### src/rtl/timer_pkg.sv
// Shared definitions for the multi-channel timer register file.
//   - Register byte offsets (12-bit APB address space)
//   - TCR field positions and reset value
//   - Channel count upper limit
//   - merge_bytes: byte-lane merge of a write word onto an existing word
package timer_pkg;

  localparam logic [11:0] ADDR_TCR       = 12'h000;
  localparam logic [11:0] ADDR_TDR0      = 12'h004;
  localparam logic [11:0] ADDR_TDR1      = 12'h008;
  localparam logic [11:0] ADDR_TCMP0_LO  = 12'h010;
  localparam logic [11:0] ADDR_TIER      = 12'h100;
  localparam logic [11:0] ADDR_TISR      = 12'h104;
  localparam logic [11:0] ADDR_THCSR     = 12'h108;

  // Each channel owns one 8-byte slot; this is the slot index of channel 0.
  localparam logic [8:0]  TCMP_SLOT_BASE = ADDR_TCMP0_LO[11:3];

  localparam int          TCR_EN_BIT      = 0;
  localparam int          TCR_DIV_EN_BIT  = 1;
  localparam int          TCR_DIV_VAL_LSB = 8;
  localparam logic [31:0] TCR_RST         = 32'h0000_0100;

  localparam int          NUM_CH_MAX      = 8;

  function automatic logic [31:0] merge_bytes(input logic [31:0] old_w,
                                              input logic [31:0] new_w,
                                              input logic [3:0]  strb);
    logic [31:0] res;
    for (int b = 0; b < 4; b++) begin
      res[8*b +: 8] = strb[b] ? new_w[8*b +: 8] : old_w[8*b +: 8];
    end
    return res;
  endfunction

endpackage

### src/rtl/timer_irq_ch.sv
// One interrupt channel: a pending bit set by a compare-hit pulse and
// cleared by a write-1-to-clear request (set wins when both arrive in the
// same cycle), plus enable gating of the request line.
// Ports:
//   sys_clk, sys_rst_n : clock, asynchronous active-low reset
//   set_pulse          : compare-hit pulse from the core
//   clr_req            : W1C request for this bit
//   enable             : interrupt enable bit
//   pending            : registered pending status
//   irq                : pending & enable
module timer_irq_ch
  import timer_pkg::*;
(
  input  logic sys_clk,
  input  logic sys_rst_n,
  input  logic set_pulse,
  input  logic clr_req,
  input  logic enable,
  output logic pending,
  output logic irq
);

  always_ff @(posedge sys_clk or negedge sys_rst_n) begin
    if (!sys_rst_n) begin
      pending <= 1'b0;
    end else if (set_pulse) begin
      pending <= 1'b1;
    end else if (clr_req) begin
      pending <= 1'b0;
    end
  end

  assign irq = pending & enable;

endmodule

### src/rtl/timer_regfile_mc.sv
// Register file for the multi-channel timer: control, per-channel 64-bit
// compare values, interrupt enable/status and halt handshake, with an
// atomic 64-bit counter read through a shadow of the upper word.
// Ports:
//   sys_clk, sys_rst_n          : clock, asynchronous active-low reset
//   wr_en, rd_en                : one-cycle access strobes from the APB front-end
//   tim_paddr/pwdata/pstrb      : address, write data, byte-lane enables
//   tim_prdata                  : registered read data
//   cnt_val                     : live 64-bit counter
//   halt_ack_status             : core halt acknowledge
//   cmp_match                   : per-channel compare-hit pulses
//   timer_en/div_en/div_val     : TCR fields to the core
//   halt_req                    : THCSR[0]
//   compare_val                 : channel i at [64i+:64]
//   counter_clear               : pulse on accepted timer_en 1->0
//   counter_write_sel/data      : one-cycle counter load command
//   tim_int                     : merged interrupt
//   reg_error_flag              : one-cycle access error pulse
module timer_regfile_mc
  import timer_pkg::*;
#(
  parameter int          NUM_CH  = 4,
  parameter int          DIV_W   = 4,
  parameter logic [63:0] CMP_RST = 64'hFFFF_FFFF_FFFF_FFFF
) (
  input  logic                sys_clk,
  input  logic                sys_rst_n,
  input  logic                wr_en,
  input  logic                rd_en,
  input  logic [11:0]         tim_paddr,
  input  logic [31:0]         tim_pwdata,
  input  logic [3:0]          tim_pstrb,
  output logic [31:0]         tim_prdata,
  input  logic [63:0]         cnt_val,
  input  logic                halt_ack_status,
  input  logic [NUM_CH-1:0]   cmp_match,
  output logic                timer_en,
  output logic                div_en,
  output logic [DIV_W-1:0]    div_val,
  output logic                halt_req,
  output logic [64*NUM_CH-1:0] compare_val,
  output logic                counter_clear,
  output logic [1:0]          counter_write_sel,
  output logic [31:0]         counter_write_data,
  output logic                tim_int,
  output logic                reg_error_flag
);

  logic               timer_en_q, div_en_q, halt_req_q;
  logic [DIV_W-1:0]   div_val_q;
  logic [NUM_CH-1:0]  tier_q;
  logic [31:0]        shadow_q;
  logic [63:0]        cmp_q [NUM_CH];
  logic [NUM_CH-1:0]  pend, irq;

  // Address decode
  logic sel_tcr, sel_tdr0, sel_tdr1, sel_tier, sel_tisr, sel_thcsr, mapped;
  logic [NUM_CH-1:0] sel_cmp;

  assign sel_tcr   = (tim_paddr == ADDR_TCR);
  assign sel_tdr0  = (tim_paddr == ADDR_TDR0);
  assign sel_tdr1  = (tim_paddr == ADDR_TDR1);
  assign sel_tier  = (tim_paddr == ADDR_TIER);
  assign sel_tisr  = (tim_paddr == ADDR_TISR);
  assign sel_thcsr = (tim_paddr == ADDR_THCSR);

  for (genvar g = 0; g < NUM_CH; g++) begin : g_ch
    assign sel_cmp[g] = (tim_paddr[11:3] == TCMP_SLOT_BASE + 9'(g)) &&
                        (tim_paddr[1:0] == 2'b00);
    assign compare_val[64*g +: 64] = cmp_q[g];

    timer_irq_ch u_irq (
      .sys_clk   (sys_clk),
      .sys_rst_n (sys_rst_n),
      .set_pulse (cmp_match[g]),
      .clr_req   (wr_en && sel_tisr && tim_pstrb[0] && tim_pwdata[g]),
      .enable    (tier_q[g]),
      .pending   (pend[g]),
      .irq       (irq[g])
    );
  end

  assign mapped = sel_tcr | sel_tdr0 | sel_tdr1 | sel_tier | sel_tisr |
                  sel_thcsr | (|sel_cmp);

  // TCR write evaluation: the divider must not be retuned while the timer
  // keeps running, but stopping it and retuning in one write is allowed.
  logic [31:0]      tcr_cur, tcr_new;
  logic             new_en, new_div_en, tcr_reject;
  logic [DIV_W-1:0] new_div_val;

  always_comb begin
    tcr_cur = '0;
    tcr_cur[TCR_EN_BIT]                  = timer_en_q;
    tcr_cur[TCR_DIV_EN_BIT]              = div_en_q;
    tcr_cur[TCR_DIV_VAL_LSB +: DIV_W]    = div_val_q;
  end

  assign tcr_new     = merge_bytes(tcr_cur, tim_pwdata, tim_pstrb);
  assign new_en      = tcr_new[TCR_EN_BIT];
  assign new_div_en  = tcr_new[TCR_DIV_EN_BIT];
  assign new_div_val = tcr_new[TCR_DIV_VAL_LSB +: DIV_W];
  assign tcr_reject  = timer_en_q && new_en &&
                       ((new_div_en != div_en_q) || (new_div_val != div_val_q));

  logic tcr_accept, rd_take, err_d;
  logic [31:0] tdr_wdata;

  assign tcr_accept = wr_en && sel_tcr && !tcr_reject;
  // A simultaneous write wins; the read is dropped.
  assign rd_take    = rd_en && !wr_en;
  assign err_d      = (wr_en && rd_en) ||
                      ((wr_en || rd_en) && !mapped) ||
                      (wr_en && sel_tcr && tcr_reject);
  // Lanes not written come from the live counter so the core reloads them unchanged.
  assign tdr_wdata  = merge_bytes(sel_tdr0 ? cnt_val[31:0] : cnt_val[63:32],
                                  tim_pwdata, tim_pstrb);

  // Read mux; unmapped addresses read as zero.
  logic [31:0] rd_mux;
  always_comb begin
    rd_mux = '0;
    if (sel_tcr)        rd_mux = tcr_cur;
    else if (sel_tdr0)  rd_mux = cnt_val[31:0];
    else if (sel_tdr1)  rd_mux = shadow_q;
    else if (sel_tier)  rd_mux[NUM_CH-1:0] = tier_q;
    else if (sel_tisr)  rd_mux[NUM_CH-1:0] = pend;
    else if (sel_thcsr) rd_mux[1:0] = {halt_ack_status, halt_req_q};
    else begin
      for (int i = 0; i < NUM_CH; i++) begin
        if (sel_cmp[i]) rd_mux = tim_paddr[2] ? cmp_q[i][63:32] : cmp_q[i][31:0];
      end
    end
  end

  always_ff @(posedge sys_clk or negedge sys_rst_n) begin
    if (!sys_rst_n) begin
      timer_en_q         <= TCR_RST[TCR_EN_BIT];
      div_en_q           <= TCR_RST[TCR_DIV_EN_BIT];
      div_val_q          <= TCR_RST[TCR_DIV_VAL_LSB +: DIV_W];
      halt_req_q         <= 1'b0;
      tier_q             <= '0;
      shadow_q           <= '0;
      for (int i = 0; i < NUM_CH; i++) cmp_q[i] <= CMP_RST;
      tim_prdata         <= '0;
      counter_clear      <= 1'b0;
      counter_write_sel  <= 2'b00;
      counter_write_data <= '0;
      reg_error_flag     <= 1'b0;
    end else begin
      counter_clear     <= tcr_accept && timer_en_q && !new_en;
      counter_write_sel <= {wr_en && sel_tdr1, wr_en && sel_tdr0};
      reg_error_flag    <= err_d;
      if (wr_en && (sel_tdr0 || sel_tdr1)) counter_write_data <= tdr_wdata;

      if (tcr_accept) begin
        timer_en_q <= new_en;
        div_en_q   <= new_div_en;
        div_val_q  <= new_div_val;
      end
      if (wr_en && sel_tier && tim_pstrb[0])  tier_q     <= tim_pwdata[NUM_CH-1:0];
      if (wr_en && sel_thcsr && tim_pstrb[0]) halt_req_q <= tim_pwdata[0];
      for (int i = 0; i < NUM_CH; i++) begin
        if (wr_en && sel_cmp[i]) begin
          if (tim_paddr[2])
            cmp_q[i][63:32] <= merge_bytes(cmp_q[i][63:32], tim_pwdata, tim_pstrb);
          else
            cmp_q[i][31:0]  <= merge_bytes(cmp_q[i][31:0], tim_pwdata, tim_pstrb);
        end
      end

      if (rd_take) begin
        tim_prdata <= rd_mux;
        // Freeze the upper word so a following TDR1 read pairs with this TDR0.
        if (sel_tdr0) shadow_q <= cnt_val[63:32];
      end
    end
  end

  assign timer_en = timer_en_q;
  assign div_en   = div_en_q;
  assign div_val  = div_val_q;
  assign halt_req = halt_req_q;
  assign tim_int  = |irq;

endmodule

### config.mk
export PLATFORM = sky130hd
export DESIGN_NAME = timer_regfile_mc
export DESIGN_NICKNAME = d
export VERILOG_FILES = /design/src/rtl/timer_pkg.sv /design/src/rtl/timer_irq_ch.sv /design/src/rtl/timer_regfile_mc.sv
export SDC_FILE = /design/constraint.sdc
export NUM_CORES = 1
export LEC_CHECK = 0
export CORE_MARGIN = 2
export CORE_UTILIZATION = 40
export CTS_CLUSTER_DIAMETER = 120
export DETAILED_ROUTE_END_ITERATION = 10
export PLACE_DENSITY = 0.75
export SLEW_MARGIN = 20
export SYNTH_ARGS = -nofsm -noshare
export SYNTH_HDL_FRONTEND = slang
export SYNTH_SLANG_ARGS = --single-unit
### constraint.sdc
create_clock -name sys_clk -period 2.06 [get_ports sys_clk]
set_input_delay 0.309 -clock sys_clk [delete_from_list [all_inputs] [get_ports sys_clk]]
set_output_delay 0.309 -clock sys_clk [all_outputs]
set_load 0.02 [all_outputs]
==> flow_summary_export.csv, run 1 <==
group,metric,value,unit
synthesis,seq_area_frac_synth,53.0,%
placed_design,post_dp_cell_area,24900,sq um
global_route,grt_max_degree,76,
placed_design,hpwl,49.8,mm
routing,drc_errors,0,
sta,fmax,485,MHz
cells_and_area,fin_util,59.8,%
cells_and_area,synthToLayoutAreaGrowth,46.8,%
global_route,grt_pass1_wl,101,mm
die,die_w,217,um
clock_network,clock-sinks,371,
cells_and_area,drive_gt1_share,44.0,%
synthesis,ys.flop_type,"dfstp_2",
worst_setup_path,required,2.54,ns
sta,setup_slack,-0.00395,ns
die,fp.dieH,217,um
clock_network,numCtsBuffers,42,
worst_setup_path,path_cells,"clkdlybuf4s50_1 -> nor2b_1 -> nand2_1 -> or3_4 -> buf_12 -> nor2_4 -> buf_12 -> mux2_2",
power,power_density,635,nW/um^2
routing,drt_iter0_markers,1173,
routing,antenna_left,0,
cells_and_area,nets,2145,
power,power,0.0169,W
routing,routed_wl,67.2,mm
synthesis,synth_top_area_share,37.3,%
clock_network,clkTransAtPathRegs,0.06,ns
job,drv_cap,0,
run_status,violations,"setup timing",
routing,num_vias,15091,
worst_setup_path,critPathLaunchType,"primary input",
sta,rsz0062_at_grt,"false",
synthesis,synth_warnings,0,
die,rows,77,
clock_network,clk_root_buffer_cell,"clkbuf_16",
die,die_area,47000,sq um
clock_network,htreeDepth,2,
worst_setup_path,worst-setup-path-type,"primary input to register",
worst_setup_path,crit_family,"simple AND/OR/NAND/NOR gates",
worst_setup_path,crit_top_cell,"buf_12",
placed_design,gp_congestion,0.921,
placed_design,port_buffers,452,
worst_setup_path,crit_arrival,2.54,ns
synthesis,postSynthCellCount,1426,
worst_setup_path,crit_buf_inv,3,
clock_network,cts_tree,"done",
die,core-area,44500,sq um
synthesis,synth_edf_count,0,
worst_setup_path,slowest_stage,"clkdlybuf4s50_1",
synthesis,ys_ff_latch,371,
power,ir_worst_vdd,804,uV
routing,first_pass_iters,5,
synthesis,async_flop_share,100,%
worst_setup_path,path_max_fanout,7,
sta,finalSetupViolCount,2,
global_route,gr-usage-all-layers,28.2,%
synthesis,synth_area_leaders,"dfstp_2 (37%), mux2_2 (20%), dfrtp_1 (16%)",
clock_network,clk_latency,0.56,ns
routing,drt-vias-per-instance,5.69,
global_route,antenna_found_initial,4,
worst_setup_path,critPathMaxStageDelay,0.60,ns
synthesis,ys_top_cells_by_count,"mux2_2 (325), dfstp_2 (257), mux2i_1 (122)",
sta,min_period,2.06,ns
sta,final-hold-violation-count,0,
die,start_util,40.7,%
die,ioPinCount,453,
cells_and_area,final_cell_area,26600,sq um
worst_setup_path,endpoint_kind,"register",
clock_network,cts_buffer_depth,3,
synthesis,avgSynthCellArea,12.7,sq um
synthesis,synth_top_cell_by_area,"dfstp_2",
sta,skew,0.0180,ns
routing,post_drt_wl_per_cell,25.3,um
sta,maxSlewViolCount,0,
synthesis,syn-cell-area,18100,sq um
power,leakagePower,12.7,nW
synthesis,synth_cell_type_count,55,
run_status,outcome,"finished with violations",
sta,max_slew_margin,60.9,%
sta,period_share,100,%
global_route,grt_pass1_vias,15740,
hold_path,hold_path.class,"primary input to asynchronous set/reset pin",
global_route,grt.overflow.total,0,
synthesis,yosysMostFrequentCell,"mux2_2",
sta,tightest_slew,0.585,ns
synthesis,synth_nets,1547,
-- power by group --
part	leakage, nW	total, W	internal [W]	switching (W)
registers	4.17	0.00745	0.00740	0.0000525
logic	7.83	0.00155	0.000671	0.000878
clock network	0.723	0.00788	0.00477	0.00312
total	12.7	0.0169	0.0128	0.00405
-- logic make-up (layout without fill, tap and decap cells) --
logic type	count (synthesis)	count (layout)	share of synthesized area, %
other cells	0	4	0
compound gates	262	262	9.33
simple gates	231	231	6.96
xor+xnor	5	5	0.242
buf+inv	92	722	1.93
flops	371	371	53.0
mux	465	465	28.5
-- worst paths after layout --
check	from	to	slack [ns]	cells after the start
setup / recovery	tim_paddr[5]	compare_val[150]$_DFFE_PN1P_	-0.004	8
hold / removal	sys_rst_n	div_val[1]$_DFFE_PN0P_	0.27	2
setup reg to reg	div_val[0]$_DFFE_PN1P_	div_val[1]$_DFFE_PN0P_	0.10	6
hold reg to reg	counter_write_data[2]$_DFFE_PN0P_	counter_write_data[2]$_DFFE_PN0P_	0.50	2
max in group asynchronous	sys_rst_n	compare_val[158]$_DFFE_PN1P_	0.97	3
min in group sys_clk	tim_paddr[2]	counter_write_sel[1]$_DFF_PN0_	0.30	4
-- repair_timing --
| item | CTS | global route |
|---|---|---|
| setup buffers | 11 | 0 |
| endpoints found under the hold margin | 37 | 0 |
| setup endpoints to repair | 472 | 180 |
| hold buffers | 1 | 0 |
| gates resized for setup | 206 | 47 |
| pin swaps | 11 | 1 |
-- cell type report --
type                       count  area (sq um)
antenna                        4          10.0
clock buffer                  62          1300
tap                          592           741
fill                        3622         17900
clock inverter                14           155
timing repair buffer         644          6400
multi-input combinational    963          8380
sequential                   371          9610
inverter                       2          7.51
-- sequential cells by signal, indices dropped and copies added (netlist names) --
name                cells
timer_en                1
div_val                 4
tier_q                  4
counter_write_data     32
div_en                  1
halt_req                1
shadow_q               32
counter_write_sel       2
reg_error_flag          1
g_ch.u_irq.pending      4
tim_prdata             32
compare_val           256
counter_clear           1
-- per-stage QoR --
stage,hold slack (ns),setup slack [ns],TNS [ns],std cells
after detailed placement,0.262,-1.03,-321.33,2560
after global routing,0.293,0.000204,0,2650
after floorplan,0.0134,-0.393,-102.58,1426
final,0.274,-0.00395,-0.00686,2652
after global placement,0.258,-1.01,-316.18,2560
after CTS,0.254,0.0000642,0,2648
-- metal layers --
layer / part of all wire, % / global-route usage (%)
met3: 6.7 / 4.91
met1: 41 / 36.6
met2: 49 / 47.4
met4: 3.1 / 10.3
met5: 0.019 / 0
-- cell usage in the layout, fill, tap and decap left out, types with 32 or more instances in the layout --
cell type          n
clkdlybuf4s50_1  250
dlymetal6s2s_1    43
clkbuf_16         47
dfrtp_1          114
mux2i_1          121
dlygate4sd2_1    152
o21ai_0           94
nor2b_1           32
a22oi_1           50
buf_4            146
nand2_1           84
mux2_2           300
buf_12            41
dfstp_2          257
No activity file was read; power rests on OpenSTA's default activity.
==> run 2, diff against run 1 <==
Settings changed: CORE_ASPECT_RATIO set to 1.75, SLEW_MARGIN 20 to 10.
==> flow_summary_export.csv, run 2 (synthesized netlist as in run 1, its figures left out) <==
group,metric,value,unit
clock_network,clk_root_buffer_cell,"clkbuf_16",
worst_setup_path,worst-setup-path-type,"register to primary output",
clock_network,clkTransAtPathRegs,0.07,ns
worst_setup_path,critPathMaxStageDelay,0.61,ns
job,drv_cap,0,
routing,drt-vias-per-instance,5.74,
sta,tightest_slew,0.577,ns
clock_network,htreeDepth,2,
cells_and_area,drive_gt1_share,43.8,%
power,power,0.0160,W
clock_network,clk_latency,0.53,ns
placed_design,gp_congestion,0.902,
die,start_util,40.3,%
routing,antenna_left,0,
global_route,gr-usage-all-layers,29.4,%
worst_setup_path,slowest_stage,"clkdlybuf4s50_1",
routing,num_vias,15022,
clock_network,clock-sinks,371,
worst_setup_path,endpoint_kind,"primary output",
worst_setup_path,crit_buf_inv,1,
cells_and_area,final_common_cell,"clkdlybuf4s50_1",
global_route,grt_pass1_wl,103,mm
worst_setup_path,required,1.75,ns
clock_network,cts_tree,"done",
sta,finalSetupViolCount,0,
global_route,antenna_found_initial,1,
clock_network,cts_buffer_depth,3,
placed_design,port_buffers,452,
worst_setup_path,crit_arrival,1.73,ns
sta,skew,0.0110,ns
worst_setup_path,path_cells,"clkdlybuf4s50_1",
sta,final-hold-violation-count,0,
sta,fmax,491,MHz
die,die_area,47100,sq um
global_route,grt.overflow.total,0,
cells_and_area,synthToLayoutAreaGrowth,47.4,%
sta,min_period,2.04,ns
cells_and_area,nets,2130,
cells_and_area,largest_reg_flops,256,
sta,period_share,98.8,%
global_route,grt_pass1_vias,16153,
worst_setup_path,crit_family,"buffers and inverters",
die,ioPinCount,453,
placed_design,hpwl,51.6,mm
worst_setup_path,rr_worst_depth,6,
power,leakagePower,12.6,nW
power,ir_worst_vdd,501,uV
worst_setup_path,ff2ff_setup_slack,0.11,ns
worst_setup_path,critPathLaunchType,"register",
routing,post_drt_wl_per_cell,26.7,um
die,fp.dieH,286,um
cells_and_area,final_cell_mix,"clkdlybuf4s50_1 (318), mux2_2 (281), dfstp_2 (257)",
global_route,grt_max_degree,72,
sta,final.setup.tns,0,ns
clock_network,numCtsBuffers,37,
routing,drc_errors,0,
die,die_w,165,um
hold_path,hold_path.class,"primary input to asynchronous set/reset pin",
worst_setup_path,crit_start,"compare_val[139]$_DFFE_PN1P_",
die,rows,103,
worst_setup_path,r2r-end,"div_val[3]$_DFFE_PN0P_",
run_status,outcome,"complete, no violations",
worst_setup_path,path_max_fanout,3,
worst_setup_path,r2r-start,"div_val[0]$_DFFE_PN1P_",
sta,maxSlewViolCount,0,
routing,drt_iter0_markers,1065,
die,core-area,45000,sq um
sta,rsz0062_at_grt,"true",
routing,first_pass_iters,5,
sta,max_slew_margin,61.4,%
power,power_density,600,nW/um^2
routing,routed_wl,70.0,mm
==> run 2: cell count changes in the layout (fill, tap and decap cells not counted), sizes merged, moves of 3 or more <==
cell	delta
buf	-10
clkbuf	-7
clkdlybuf4s50	+68
clkinv	-3
dlygate4sd2	-87
dlymetal6s2s	+19
==> run 2: worst max-delay path by stage <==
| stage | end | slack [ns] | cells past startpoint |
|---|---|---|---|
| after floorplan | compare_val[48]$_DFFE_PN1P_ | -0.39 | 7 |
| after global placement | tim_prdata[21]$_DFFE_PN0P_ | -1.05 | 8 |
| after detailed placement | tim_prdata[21]$_DFFE_PN0P_ | -1.07 | 8 |
| after CTS | compare_val[35]$_DFFE_PN1P_ | -0.04 | 10 |
| after global routing | compare_val[198]$_DFFE_PN1P_ | -0.001 | 9 |
| final | compare_val[139] | 0.02 | 1 |
==> run 2: what timing repair did <==
item	in CTS	in global routing
gates resized for setup	164	86
hold buffers	1	0
hold endpoints to repair	11	0
setup buffers	15	1
pin swaps	18	11
setup endpoints to repair	383	263
==> run 2: where the power goes <==
| group | internal (W) | switching, W |
|---|---|---|
| Clock | 0.00404 | 0.00300 |
| Combinational | 0.000646 | 0.000891 |
| Sequential | 0.00740 | 0.0000569 |
==> run 2: per-layer routing <==
metal / up-vias / global-route usage [%] / part of all wire [%]
met2: 668 / 51.9 / 52
met3: 228 / 4.32 / 5.1
li1: 6467 / - / -
met5: - / 0 / 0
met1: 7659 / 32.5 / 36
met4: 0 / 18.8 / 7.4
==> run 2: stage by stage <==
step	util (%)	setup slack (ns)	cells	hold WS [ns]	cell area (sq um)
2_1_floorplan	-	-0.393	1426	0.0134	18200
3_3_place_gp	55.1	-1.05	2530	0.269	24800
3_5_place_dp	55.1	-1.07	2530	0.272	24800
4_1_cts	58.9	-0.0416	2614	0.285	26500
5_1_grt	59.4	-0.000968	2616	0.331	26700
6_report	59.4	0.0243	2617	0.321	26700
==> run 2: area by class of cell <==
type / instances / area, sq um
Sequential cell: 371 / 9610
Clock inverter: 14 / 138
Fill cell: 3592 / 18300
Antenna cell: 2 / 5.00
Clock buffer: 54 / 1110
Multi-Input combinational cell: 963 / 8560
Timing Repair Buffer: 634 / 6570
Tap cell: 577 / 722
Inverter: 2 / 7.51
==> run 3, diff against run 2 <==
Settings changed: CORE_MARGIN 2 to 1.5.
==> flow_summary_export.csv, run 3 (synthesized netlist as in run 1, its figures left out) <==
group,metric,value,unit
worst_setup_path,slowest_stage,"clkdlybuf4s50_1",
sta,tightest_slew,0.692,ns
global_route,grt_pass1_vias,15907,
sta,final-hold-violation-count,0,
placed_design,hpwl,51.8,mm
sta,holdWs,0.370,ns
sta,period_share,99.2,%
global_route,gr-usage-all-layers,29.5,%
global_route,grt_max_degree,64,
worst_setup_path,critPathMaxStageDelay,0.67,ns
cells_and_area,final_common_cell,"clkdlybuf4s50_1",
die,fp.dieH,285,um
worst_setup_path,path_max_fanout,3,
global_route,antenna_found_initial,1,
routing,num_vias,14887,
placed_design,place_worst_setup_slack,-1.10,ns
worst_setup_path,crit_family,"buffers and inverters",
placed_design,port_buffers,452,
sta,skew,0.0144,ns
cells_and_area,synthToLayoutAreaGrowth,45.8,%
sta,fmax,489,MHz
power,power_density,612,nW/um^2
power,ir_worst_vdd,1020,uV
run_status,outcome,"complete, no violations",
routing,antenna_left,0,
worst_setup_path,endpoint_kind,"primary output",
worst_setup_path,crit_arrival,1.73,ns
routing,first_pass_iters,5,
routing,post_drt_wl_per_cell,26.7,um
sta,final.setup.tns,0,ns
sta,setup_slack,0.0165,ns
clock_network,htreeDepth,2,
clock_network,numCtsBuffers,37,
sta,rsz0062_at_grt,"true",
clock_network,clk_root_buffer_cell,"clkbuf_16",
placed_design,gp_congestion,0.926,
worst_setup_path,path_cells,"clkdlybuf4s50_1",
die,start_util,40.3,%
sta,maxSlewViolCount,0,
sta,min_period,2.04,ns
hold_path,hold_path.class,"primary input to asynchronous set/reset pin",
sta,max_slew_margin,53.8,%
die,ioPinCount,453,
clock_network,cts_buffer_depth,3,
worst_setup_path,worst-setup-path-type,"register to primary output",
cells_and_area,drive_gt1_share,43.2,%
global_route,grt.overflow.total,0,
cells_and_area,nets,2123,
job,drv_cap,0,
worst_setup_path,required,1.75,ns
die,rows,103,
clock_network,clkTransAtPathRegs,0.07,ns
die,die_w,164,um
clock_network,cts_tree,"done",
cells_and_area,largest_reg_flops,256,
die,core-area,45000,sq um
worst_setup_path,crit_buf_inv,1,
global_route,grt_pass1_wl,102,mm
cells_and_area,final_cell_mix,"clkdlybuf4s50_1 (358), mux2_2 (313), dfstp_2 (257)",
sta,finalSetupViolCount,0,
routing,drt_iter0_markers,926,
clock_network,clock-sinks,371,
worst_setup_path,critPathLaunchType,"register",
routing,drt-vias-per-instance,5.71,
clock_network,clk_latency,0.53,ns
cells_and_area,fin_util,58.8,%
worst_setup_path,crit_start,"compare_val[255]$_DFFE_PN1P_",
routing,routed_wl,69.7,mm
power,leakagePower,11.9,nW
routing,drc_errors,0,
worst_setup_path,r2r-start,"div_val[0]$_DFFE_PN1P_",
die,die_area,46700,sq um
[run 3: changes by cell type in the layout (fill, tap and decap cells not counted), moves of 14 or more]
cell / delta
mux2_2: +32
dlymetal6s2s_1: -26
buf_6: -14
dlygate4sd2_1: -14
clkdlybuf4s50_1: +40
mux2_4: -36
[run 3: final cells by class]
cell class | instances | area (sq um)
fillers | 3585 | 18500
flip-flops and latches | 371 | 9610
multi-input cells | 963 | 8390
repair buffers | 627 | 6430
clock buffers | 57 | 1140
well taps | 577 | 722
clock inverters | 11 | 139
inverters | 2 | 7.51
diodes | 1 | 2.50
[run 3: worst paths after layout]
| check | endpoint | slack [ns] | cells after the start |
|---|---|---|---|
| worst min register to register | counter_write_data[0]$_DFFE_PN0P_ | 0.50 | 2 |
| min in group sys_clk | g_ch[2].u_irq.pending$_DFFE_PN0P_ | 0.39 | 2 |
| worst min-delay path | counter_write_data[4]$_DFFE_PN0P_ | 0.37 | 2 |
| worst max register to register | div_val[2]$_DFFE_PN0P_ | 0.14 | 6 |
| max in group asynchronous | compare_val[186]$_DFFE_PN1P_ | 0.93 | 3 |
| worst max-delay path | compare_val[255] | 0.02 | 1 |
[run 3: repair_timing]
item,4_1_cts,5_1_grt
endpoints found under the hold margin,16,0
resized for setup,90,53
buffers inserted,9,1
pin swaps,11,7
hold buffers,1,0
setup endpoints to repair,370,234
[run 3: routing by layer]
| layer | vias to the layer above | track usage (%) | wire (um) |
|---|---|---|---|
| li1 | 6438 | - | - |
| met1 | 7612 | 32.3 | 24800 |
| met2 | 619 | 52.6 | 36400 |
| met3 | 218 | 3.59 | 3290 |
| met4 | 0 | 19.2 | 5170 |
| met5 | - | 0 | 0 |
[run 3: where the power goes]
part           leakage, nW  switching (W)  internal (W)
Clock                0.621        0.00294       0.00420
Sequential            4.17      0.0000505       0.00740
Combinational         7.14       0.000898      0.000674
Total                 11.9        0.00389        0.0123
[run 3: metrics by stage]
| step | total power, W | instance area (sq um) | std cells |
|---|---|---|---|
| finish | 0.0162 | 26400 | 2609 |
| global route | 0.0166 | 26400 | 2609 |
| CTS | 0.0163 | 26200 | 2607 |
| detailed placement | 0.00911 | 24800 | 2529 |
| global placement | 0.00909 | 24800 | 2529 |
| floorplan | 0.00807 | 18200 | 1426 |
